## src/rtl/mem_arbiter.sv

```systemverilog
// mem_arbiter: two-requester access arbiter for the shared single-port data
// memory. The D (load/store) requester has fixed priority; the I (fetch)
// requester wins once it has been denied STARVE_LIMIT cycles in a row.
// Read data returns one cycle after the grant and is routed to its issuer.
module mem_arbiter #(
    parameter int LEN_REG      = 32,
    parameter int MEM_ADDR     = 16,
    parameter int STARVE_LIMIT = 4
) (
    input  logic                clk,
    input  logic                rst,
    input  logic                d_req,
    input  logic                d_we,
    input  logic [MEM_ADDR-1:0] d_addr,
    input  logic [LEN_REG-1:0]  d_wdata,
    output logic                d_gnt,
    output logic                d_rvalid,
    output logic [LEN_REG-1:0]  d_rdata,
    input  logic                i_req,
    input  logic [MEM_ADDR-1:0] i_addr,
    output logic                i_gnt,
    output logic                i_rvalid,
    output logic [LEN_REG-1:0]  i_rdata,
    output logic [MEM_ADDR-1:0] mem_a,
    output logic                mem_w,
    output logic [LEN_REG-1:0]  mem_d,
    input  logic [LEN_REG-1:0]  mem_q
);

    typedef enum logic [1:0] {
        GNT_NONE = 2'd0,
        GNT_D    = 2'd1,
        GNT_I    = 2'd2
    } gnt_sel_t;

    localparam logic [3:0] LIMIT = 4'(STARVE_LIMIT);

    gnt_sel_t   sel;
    logic [3:0] starve_cnt;
    logic       starving;
    logic       rd_pend;
    logic       rd_own;

    assign starving = (starve_cnt >= LIMIT);

    // Grant selection: starvation override first, then D priority, then I.
    always_comb begin
        sel = GNT_NONE;
        if (!rst) begin
            if (i_req && starving)
                sel = GNT_I;
            else if (d_req)
                sel = GNT_D;
            else if (i_req)
                sel = GNT_I;
        end
    end

    assign d_gnt = (sel == GNT_D);
    assign i_gnt = (sel == GNT_I);

    // Memory pin drive follows the winner; idle pins are held at zero.
    always_comb begin
        mem_a = '0;
        mem_w = 1'b0;
        mem_d = '0;
        case (sel)
            GNT_D: begin
                mem_a = d_addr;
                mem_w = d_we;
                mem_d = d_wdata;
            end
            GNT_I: begin
                mem_a = i_addr;
            end
            default: begin
                mem_a = '0;
            end
        endcase
    end

    // Read-return tracking: remember whether last cycle issued a read and for whom.
    always_ff @(posedge clk) begin
        if (rst) begin
            rd_pend <= 1'b0;
            rd_own  <= 1'b0;
        end else begin
            rd_pend <= (d_gnt & ~d_we) | i_gnt;
            rd_own  <= i_gnt;
        end
    end

    // Count consecutive cycles in which I is requesting but denied, saturating.
    always_ff @(posedge clk) begin
        if (rst || !i_req || i_gnt)
            starve_cnt <= '0;
        else if (starve_cnt != 4'hF)
            starve_cnt <= starve_cnt + 4'd1;
    end

    // Route returning read data; rst also masks a read issued just before reset.
    always_comb begin
        d_rvalid = rd_pend & ~rd_own & ~rst;
        i_rvalid = rd_pend &  rd_own & ~rst;
        d_rdata  = d_rvalid ? mem_q : '0;
        i_rdata  = i_rvalid ? mem_q : '0;
    end

endmodule

```

## config.mk

```make
export PLATFORM = sky130hd
export DESIGN_NAME = mem_arbiter
export DESIGN_NICKNAME = d
export VERILOG_FILES = /design/src/rtl/mem_arbiter.sv
export SDC_FILE = /design/constraint.sdc
export NUM_CORES = 1
export LEC_CHECK = 0
export CAP_MARGIN = 20
export CORE_AREA = 2 2 85 87
export CTS_CLUSTER_SIZE = 25
export DETAILED_ROUTE_END_ITERATION = 8
export DIE_AREA = 0 0 87 89
export MAX_ROUTING_LAYER = met4
export PLACE_DENSITY = 0.79
export SYNTH_ARGS = -nofsm -noshare
export SYNTH_HDL_FRONTEND = slang
export SYNTH_SLANG_ARGS = --single-unit
```

## constraint.sdc

```tcl
create_clock -name clk -period 3 [get_ports clk]
set_clock_uncertainty 0.1 [all_clocks]
set_input_delay 0.45 -clock clk [delete_from_list [all_inputs] [get_ports clk]]
set_output_delay 0.45 -clock clk [all_outputs]
set_load 0.01 [all_outputs]
```

# After elaboration in Yosys (flattened, before gate mapping)
# Cells that the tools add are included.
# word_totals
ram_bits	0
input_bits	101
memories	0
regBits	6
out_inout_bits	117
mem_bits_ro	0
latch_bits	0
wordCells	30
# op_classes
muxes	9
multipliers	0
n_shift	0
reduce_logical	4
bitwise	9
n_eq_ne	3
n_lt_le_gt_ge	1
n_addsub	1
div	0
# op_table
operator	count
two-way mux 32 bit	3
case mux 16 bit (2 select lines)	1
two-way mux 2 bit	4
bitwise AND 1 bit	5
adder 4 x 1 -> 4 bit (second input constant)	1
greater-or-equal comparator 4 x 3 -> 1 bit (second input constant)	1
!= test 4 bit (second input constant)	1
inverter 1 bit	3
== test 2 x 1 -> 1 bit (second input constant)	1
== test 2 bit (second input constant)	1
logical OR 1 bit	2
logical AND 1 bit	1
logical NOT 1 bit	1
two-way mux 1 bit	1
OR 1 bit	1

# Depth between registers and ports, before layout
# logic_depth
depth_word	7
ltp_mapped	7
depth_no_buf	7

# Worst setup path before layout
# OpenSTA, ideal clock, no wires.
# synth_timing
kind	input to output
from	input rst
to	output mem_a[0]
setup_slack_ns	0.619
t_required_ns	2.450
stages	7
arrival_ns	1.831
n_path_buf	1
path_cell_list	nand2b_4 a21oi_1 inv_1 ha_1 nor2b_1 buf_2 a22o_1
# synth_via
elab_chain_len	3
word_cells_on_any_way	4
classes_between	eq/ne (2); mux (2)
# synth_lines
element	line_no	text
from (decl)	11	input logic rst,
two-way mux 2 bit (*)	49	if (!rst) begin
== test 2 bit / == test 2 x 1 -> 1 bit (equally long branches)	67	case (sel)
case mux 16 bit (2 select lines) (*)	67	
to (decl)	24	output logic [MEM_ADDR-1:0] mem_a,
# Every way passes the cells marked *; elsewhere a longest branch is shown, timed or not.

# Worst setup path in the final report
# layout_timing
from	input d_req
to	output mem_a[3]
# layout_via
elab_chain_len	5
word_cells_on_any_way	6
classes_between	eq/ne (2); mux (4)
# layout_lines
element	line_no	text
from (decl)	12	input logic d_req,
two-way mux 2 bit (*)	52	else if (d_req)
two-way mux 2 bit (*)	50	if (i_req && starving)
two-way mux 2 bit (*)	49	
== test 2 bit / == test 2 x 1 -> 1 bit (equally long branches)	67	
case mux 16 bit (2 select lines) (*)	67	
# Marked as above.

==> flow_summary.toml <==
[power]
power_uw = 506
p_switching_uw = 126
combinationalPowerShare_pct = 59.9
seqPwrFrac_pct = 16.8
peakVddDrop_mv = 0.305
p_clk_share_pct = 23.3
power.density_nw_per_um2 = 142
p_leak_nw = 1.44
swShare_pct = 25.0
p_int_uw = 379

[yosys]
synthCells = 164
syn_area_um2 = 1160
synth-seq-area-share_pct = 10.4
synth.distinct_cells = 28
ys_ff_latch = 6
syn_nets = 268
ys_warn_count = 0
avgSynthCellArea_um2 = 7.06

[sta]
slew_viol_final = 0
finalHoldViolations = 0
rsz0062_at_grt = "no"
slew-limit-headroom_pct = 83.2
setup_viol = 0
worstMarginPinSlew_ns = 0.251
max_freq_mhz = 347
timing.final.crit_period_ns = 2.89
period_share_pct = 96.2

[finish]
nNetsFinal = 490
drive_above_1_share_pct = 6.77
multiInputGateArea_um2 = 993
fillerInstances = 640
stdcell_count = 464
mostFrequentLayoutCells = "clkdlybuf4s50_1 (200), and2_1 (97), a22o_1 (15)"
layout_commonest_cell = "clkdlybuf4s50_1"
n_antenna_cell = 0
syn_to_final_growth_pct = 207
seq_area_um2 = 120

[floorplanning]
rows = 30
start_util_pct = 17.2
dieArea_um2 = 7740
die_height_um = 89
coreArea_um2 = 6720
die-width_um = 87
io_pins = 218

[min_path]
whs_endpoint = "starve_cnt[3]$_SDFFE_PP0P_"
hp-start = "starve_cnt[1]$_SDFFE_PP0P_"
hold_class = "register to register"
worstHoldPathCells = 2

[job]
cap_violations = 0

[grt]
overflow = 0
antenna_found_initial = 0
grt_pass1_vias = 1792
grt_pass1_wl_mm = 9.15
track_usage_pct = 15.1
grt_max_degree = 35

[clock_network]
clk_pin_slew_worst_paths_ns = 0.03
max-clock-path-buffers = 2
cts_inserted_buffers = 3
clock_latency_ns = 0.22
cts_tree = "done"
clockRootBuffer = "clkbuf_8"
numClockSinks = 6
cts.hold.buffers_added = 0
htree_levels = 1

[routing]
drt_pass1_iterations = 4
antenna_left = 0
avgViaCountPerCell = 4.22
initialDrtViolationCount = 27
wl_per_cell_um = 13.9
wl_mm = 6.46
vias = 1957
post-route-drc-count = 0

[critical_path]
slowest_stage = "clkdlybuf4s50_1"
timing.rr.end = "starve_cnt[2]$_SDFFE_PP0P_"
cp-startpoint = "d_req"
path_buf_inv = 4
reg2reg_depth = 7
critPathMaxStageDelay_ns = 0.53
worstPathCellList = "clkdlybuf4s50_1, and3b_2, ha_4, a211oi_4, buf_6, buf_12, a22o_1, dlygate4sd2_1"
critPathTopFamily = "buffers and inverters"
regToRegSetupSlack_ns = 1.32
crit_path_start_kind = "primary input"
crit_required_ns = 2.45
setup.worst_path.end_class = "primary output"
arrival_ns = 2.34
cp_max_fo = 8
r2r-start = "starve_cnt[2]$_SDFFE_PP0P_"
critical_path_class = "primary input to primary output"

[outcome]
status = "finished clean"

[place]
hpwlAfterDp_mm = 5.46
gp_congestion = 0.826
port-buffer-count = 217
placedCellCount = 459
-- how the worst max path moves through the flow --
stage                           to  slack (ns)  cells after the start
after floorplan           mem_a[0]        0.62                      7
after detailed placement  mem_a[5]       -0.31                      8
after global placement    mem_a[3]       -0.23                      8
after CTS                 mem_a[7]        0.02                      9
after global routing      mem_a[3]        0.03                      8
final                     mem_a[3]        0.11                      8
-- kinds of logic after synthesis --
logic type | synth area share (%)
and+or+nand+nor | 62.9
AOI/OAI and AO/OA | 16.5
buffers and inverters | 5.30
DFF | 10.4
adders and majority gates | 3.24
xor gates and xnor gates | 0.757
muxes | 0.865
-- through the flow --
stage | worst slack, ns | area [um^2] | TNS (ns) | utilization [%] | hold slack [ns]
floorplan | 0.619 | 1160 | 0 | - | 0.409
global placement | -0.233 | 3480 | -3.47 | 51.9 | 0.438
detailed placement | -0.312 | 3480 | -4.46 | 51.9 | 0.450
CTS | 0.0198 | 3560 | 0 | 53.0 | 0.455
global route | 0.0321 | 3550 | 0 | 52.9 | 0.508
finish | 0.115 | 3550 | 0 | 52.9 | 0.451
-- area by class of cell --
class	count	area share (%)
timing repair buffer	228	64.4
multi-input combinational	144	27.9
sequential	6	3.38
tap	80	2.82
clock buffer	3	1.16
inverter	3	0.317
-- worst min-delay path, delay by kind of cell (launching register included) --
| family | cells | cell delay [ns] |
|---|---|---|
| simple gates | 1 | 0.05 |
| flops | 1 | 0.32 |
| compound gates | 1 | 0.13 |
-- synthesized netlist by cell type (all sizes together) --
cell type	n	area share, %
and2	97	52
a22o	15	11
clkbuf	9	2.9
dfxtp	6	10
nor2	6	2.2
a21oi	3	1.3
and3b	3	2.3
ha	3	3.2
inv	3	0.97
buf	2	1.4
nand2b	2	1.7
nand3	2	0.86
nor3	2	0.86
nor3b	2	1.7
a211oi	1	1.7
a22oi	1	0.65
a31oi	1	0.54
mux2i	1	0.86
nand2	1	0.32
nor2b	1	0.54
o21ai	1	0.43
o22ai	1	0.54
xnor2	1	0.76
-- layer usage --
metal,vias to the layer above,wire length [um],GRT usage (%)
li1,981,-,-
met4,0,57,1.85
met5,-,0,-
met2,110,3490,28.3
met1,858,2350,16.8
met3,8,565,3.14
-- power groups by stage --
stage	clock network [mW]	registers [mW]	logic (mW)
floorplan	0	0.0858	0.0757
global placement	0	0.0860	0.301
detailed placement	0	0.0863	0.303
CTS	0.123	0.0851	0.305
global route	0.127	0.0856	0.322
finish	0.118	0.0851	0.303
-- registers in the layout, indices dropped and copies added, names as in the netlist --
register and count:
starve_cnt 4, rd_own 1, rd_pend 1
-- what timing repair did --
item / 4_1_cts / 5_1_grt
pin swaps: 1 / 0
cloned: 1 / 0
resized for setup: 21 / 11
setup endpoints to repair: 18 / 21
setup buffers: 1 / 0
Note: power is estimated with default switching activity, not from simulation.
